===== src/rtl/hd44780_write_sequencer.sv =====
// Drives one HD44780 4-bit-bus write (full byte or high nybble only): RS setup,
// one E pulse per nybble, E-low hold, then the post-write execution delay.
module hd44780_write_sequencer #(
  parameter int STATE_TIMER_BITS = 17,
  parameter int T_SETUP          = 3,
  parameter int T_EHIGH          = 24,
  parameter int T_ELOW           = 24,
  parameter int T_CMD            = 1800,
  parameter int T_LONG           = 73000
) (
  input  logic                        CLK_I,
  input  logic                        RST_I,
  input  logic                        req_valid,
  output logic                        req_ready,
  input  logic [7:0]                  req_data,
  input  logic                        req_rs,
  input  logic                        req_nybble,
  input  logic                        req_long,
  output logic                        done_strobe,
  output logic                        tmr_start,
  output logic [STATE_TIMER_BITS-1:0] tmr_value,
  input  logic                        tmr_end,
  output logic                        lcd_rs,
  output logic                        lcd_e,
  output logic [3:0]                  lcd_data
);

  typedef enum logic [2:0] {
    IDLE, SETUP_H, EHIGH_H, ELOW_H, SETUP_L, EHIGH_L, ELOW_L, POST
  } state_t;

  localparam logic [STATE_TIMER_BITS-1:0] V_SETUP = STATE_TIMER_BITS'(T_SETUP);
  localparam logic [STATE_TIMER_BITS-1:0] V_EHIGH = STATE_TIMER_BITS'(T_EHIGH);
  localparam logic [STATE_TIMER_BITS-1:0] V_ELOW  = STATE_TIMER_BITS'(T_ELOW);
  localparam logic [STATE_TIMER_BITS-1:0] V_CMD   = STATE_TIMER_BITS'(T_CMD);
  localparam logic [STATE_TIMER_BITS-1:0] V_LONG  = STATE_TIMER_BITS'(T_LONG);

  state_t                        state_q;
  logic [3:0]                    lo_q;
  logic                          nyb_q;
  logic                          long_q;
  logic                          lcd_rs_q;
  logic                          lcd_e_q;
  logic [3:0]                    lcd_data_q;
  logic                          tmr_start_q;
  logic [STATE_TIMER_BITS-1:0]   tmr_value_q;
  logic                          adv;
  logic [STATE_TIMER_BITS-1:0]   post_val;

  // A tmr_end coinciding with our own load strobe belongs to the previous delay.
  assign adv       = tmr_end & ~tmr_start_q;
  assign post_val  = long_q ? V_LONG : V_CMD;

  assign req_ready   = RST_I & (state_q == IDLE);
  assign done_strobe = (state_q == POST) & adv;
  assign tmr_start   = tmr_start_q;
  assign tmr_value   = tmr_value_q;
  assign lcd_rs      = lcd_rs_q;
  assign lcd_e       = lcd_e_q;
  assign lcd_data    = lcd_data_q;

  always_ff @(posedge CLK_I or negedge RST_I) begin
    if (!RST_I) begin
      state_q     <= IDLE;
      lo_q        <= '0;
      nyb_q       <= 1'b0;
      long_q      <= 1'b0;
      lcd_rs_q    <= 1'b0;
      lcd_e_q     <= 1'b0;
      lcd_data_q  <= '0;
      tmr_start_q <= 1'b0;
      tmr_value_q <= '0;
    end else begin
      tmr_start_q <= 1'b0;
      case (state_q)
        IDLE: if (req_valid) begin
          lo_q        <= req_data[3:0];
          nyb_q       <= req_nybble;
          long_q      <= req_long;
          lcd_rs_q    <= req_rs;
          lcd_data_q  <= req_data[7:4];
          state_q     <= SETUP_H;
          tmr_start_q <= 1'b1;
          tmr_value_q <= V_SETUP;
        end
        SETUP_H: if (adv) begin
          state_q     <= EHIGH_H;
          lcd_e_q     <= 1'b1;
          tmr_start_q <= 1'b1;
          tmr_value_q <= V_EHIGH;
        end
        EHIGH_H: if (adv) begin
          state_q     <= ELOW_H;
          lcd_e_q     <= 1'b0;
          tmr_start_q <= 1'b1;
          tmr_value_q <= V_ELOW;
        end
        ELOW_H: if (adv) begin
          tmr_start_q <= 1'b1;
          if (nyb_q) begin
            state_q     <= POST;
            tmr_value_q <= post_val;
          end else begin
            // Low nybble goes out only here, with E already low for T_ELOW.
            state_q     <= SETUP_L;
            lcd_data_q  <= lo_q;
            tmr_value_q <= V_SETUP;
          end
        end
        SETUP_L: if (adv) begin
          state_q     <= EHIGH_L;
          lcd_e_q     <= 1'b1;
          tmr_start_q <= 1'b1;
          tmr_value_q <= V_EHIGH;
        end
        EHIGH_L: if (adv) begin
          state_q     <= ELOW_L;
          lcd_e_q     <= 1'b0;
          tmr_start_q <= 1'b1;
          tmr_value_q <= V_ELOW;
        end
        ELOW_L: if (adv) begin
          state_q     <= POST;
          tmr_start_q <= 1'b1;
          tmr_value_q <= post_val;
        end
        POST: if (adv) begin
          state_q <= IDLE;
        end
        default: state_q <= IDLE;
      endcase
    end
  end

endmodule


===== config.mk =====
export PLATFORM = sky130hd
export DESIGN_NAME = hd44780_write_sequencer
export DESIGN_NICKNAME = d
export VERILOG_FILES = /design/src/rtl/hd44780_write_sequencer.sv
export SDC_FILE = /design/constraint.sdc
export NUM_CORES = 1
export LEC_CHECK = 0
export BUFFER_PORTS_ARGS = -buffer_cell sky130_fd_sc_hd__buf_2
export CAP_MARGIN = 10
export CORE_MARGIN = 8
export CORE_UTILIZATION = 45
export CTS_CLUSTER_DIAMETER = 50
export CTS_CLUSTER_SIZE = 30
export DETAILED_ROUTE_END_ITERATION = 10
export GPL_TIMING_DRIVEN = 1
export PLACE_DENSITY = 0.74
export SLEW_MARGIN = 10
export SYNTH_ARGS = -nofsm -noshare
export SYNTH_HDL_FRONTEND = slang
export SYNTH_SLANG_ARGS = --single-unit
export TNS_END_PERCENT = 100

===== constraint.sdc =====
create_clock -name CLK_I -period 3.45 [get_ports CLK_I]
set_input_delay 0.5175 -clock CLK_I [delete_from_list [all_inputs] [get_ports CLK_I]]
set_output_delay 0.5175 -clock CLK_I [all_outputs]
set_load 0.01 [all_outputs]

==> results.ini <==
[run_status]
run_status = finished, final reports clean

[power_and_ir_drop]
p_leak_uw = 0.000670
ir_worst_vdd_mv = 0.515
power_density_nw_per_um2 = 899

[place]
pre_cts_slack_ns = 1.58
hpwl_um = 1790
gp_congestion = 0.890
numPortBuffers = 34

[clock_network]
cts_setup_buffers = 0
tritoncts = built
cts_buffer_depth = 2
cts_made_buffers = 3
ctsResizeCount = 0
clk_pin_slew_ns = 0.12
htreeDepth = 1
insertion_delay_ns = 0.30
holdBufCountCts = 0
numClockSinks = 22
cts_root_buf = clkbuf_4

[die]
coreArea_um2 = 2430
start_util_pct = 46.8
std_cell_rows = 18
dieArea_um2 = 4390
die_h_um = 66.3
io_pins = 41
die_w_um = 66.3

[flow_run]
cap_violations = 0

[timing]
finClkSkew_ns = 0.000431
hold_viol_final = 0
setup_slack_ns = 1.23
max-slew-margin-rel_pct = 66.3
tightestPinTransition_ns = 0.506
fmax_mhz = 451
setup_tns_ns = 0
rsz0062_at_grt = no
finalSetupViolCount = 0
post-route-period-util_pct = 64.2
period_minus_slack_ns = 2.22
finalMaxSlewViolations = 0

[detailed_routing]
post_drt_wl_per_cell_um = 14.2
ant_nets = 0
vias_per_cell = 4.96
remaining_drc_errors = 0
drt_iter0_drc = 10
wirelength_um = 2310
num_vias = 809
first_pass_iters = 4

[synth]
syn_area_um2 = 1140
yosys.area.top_type = dfrtp_1
yosysWarnings = 0
synth_cell_types = 31
syn-instance-count = 105
synthTopCellsByArea = dfrtp_1, mux2_2, buf_4, mux2i_1, a21oi_1
synth_async_sr_flop_share_pct = 100
synth.most_common_cell = dfrtp_1
avgSynthCellArea_um2 = 10.8
synth-seq-area-share_pct = 48.4
synth_edf_count = 0
ys.flop_type = dfrtp_1
synth_common_cells = dfrtp_1, buf_4, mux2_2, a21oi_1, nor2_1
synth_seq_cells = 22
synth_top_area_share_pct = 48.4

[critical_path]
worst-path-buf-inv = 1
cp-start-kind = flop
cpMaxStageDelayCell = dfrtp_1
worst_ep_arrival_time_ns = 1.70
worstSetupPathType = reg2out
crit_chain = and2_0 -> nand2_1 -> nor2_1 -> buf_2
crit_path_max_fanout = 15
worstSetupEndpointType = primary output
max_stage_delay_ns = 0.62
cpLargestDelayFamily = simple AND/OR/NAND/NOR gates
critPathRequiredTime_ns = 2.93

[grt]
grt_pass1_vias = 861
grt_max_degree = 24
grt_pass1_wl_um = 4000
overflow = 0
antenna_found_initial = 0
grtUsageTotal_pct = 11.4

[layout]
drive_above_1_share_pct = 39.1
ff_latch_area_um2 = 551
fillerInstances = 248
final_nets = 149
multiInputGateArea_um2 = 488
finalCoreUtilization_pct = 53.3
n_antenna_cell = 0
area_delta_synth_final_pct = 14.1

[worst_hold_path]
hp-class = in2async

==> layout make-up <==
| cell class | instances | share of cell area [%] |
|---|---|---|
| Inverter | 4 | 1.16 |
| Timing Repair Buffer | 34 | 13.1 |
| Clock buffer | 4 | 2.80 |
| Tap cell | 30 | 2.89 |
| Sequential cell | 22 | 42.4 |
| Multi-Input combinational cell | 69 | 37.6 |
==> sequential cells by signal (all words and copies together) (netlist names) <==
name / cells
nyb_q: 1
state_q: 3
long_q: 1
lcd_e: 1
tmr_start: 1
lcd_rs: 1
lo_q: 4
lcd_data: 4
tmr_value: 6
==> routing by layer <==
metal | track usage (%) | vias to the layer above | routed length (µm)
met3 | 3.90 | 0 | 228
met1 | 14.6 | 378 | 1070
li1 | - | 403 | -
met4 | 3.20 | 0 | 0
met5 | 0 | - | 0
met2 | 17.7 | 28 | 1010
==> worst reg2reg max path: stages, from the launching register on <==
cell     delay [ns]
dfrtp_1        0.62
and2_0         0.37
o21ai_0        0.17
nand3_2        0.19
mux2_2         0.35
==> per-stage QoR <==
stage / cells / power (µW) / area [µm²] / hold WS (ns)
floorplan: 110 / 905 / 1160 / 0.222
global placement: 159 / 1020 / 1260 / 0.485
detailed placement: 159 / 1050 / 1260 / 0.496
CTS: 163 / 1180 / 1300 / 0.175
global route: 163 / 1270 / 1300 / 0.181
finish: 163 / 1170 / 1300 / 0.165
==> where the power goes <==
group          total (µW)  leakage, µW  switching (µW)  internal (µW)
logic                 519     0.000385             268            251
clock network         140    0.0000210            75.5           64.3
registers             508     0.000264             128            380
==> cells by family after synthesis <==
group,count (synthesis),share of synthesized area [%]
flops,22,48.4
compound gates,20,12.8
xor+xnor,1,0.770
other cells,1,0.330
simple gates,28,14.1
buf+inv,19,10.3
mux,14,13.3
==> placed cells by master, fill, tap and decap left out, types with 2 or more instances in the layout <==
cell type / Yosys / layout
buf_2: 4 / 34
dfrtp_1: 22 / 22
mux2_2: 9 / 9
nor2_1: 7 / 7
a21oi_1: 7 / 7
conb_1: 1 / 6
nand2_1: 5 / 5
mux2i_1: 5 / 5
o21ai_0: 4 / 4
inv_1: 4 / 4
nand2b_1: 3 / 3
clkbuf_4: 0 / 3
nor3_1: 2 / 2
and2_1: 2 / 2
and3_1: 2 / 2
a21boi_0: 2 / 2
==> path summary, 6_finish.rpt <==
check | endpoint | startpoint | cells after the start | slack, ns
min reg2reg | tmr_value[1] | tmr_value[1] | 1 | 0.51
min | lcd_e | RST_I | 1 | 0.16
min in group CLK_I | long_q | req_long | 2 | 0.44
max reg2reg | tmr_value[9] | state_q[0] | 4 | 1.65
max in group asynchronous | lcd_data[0] | RST_I | 1 | 2.94
max | done_strobe | state_q[0] | 4 | 1.23
No activity file was read; power rests on OpenSTA's default activity.
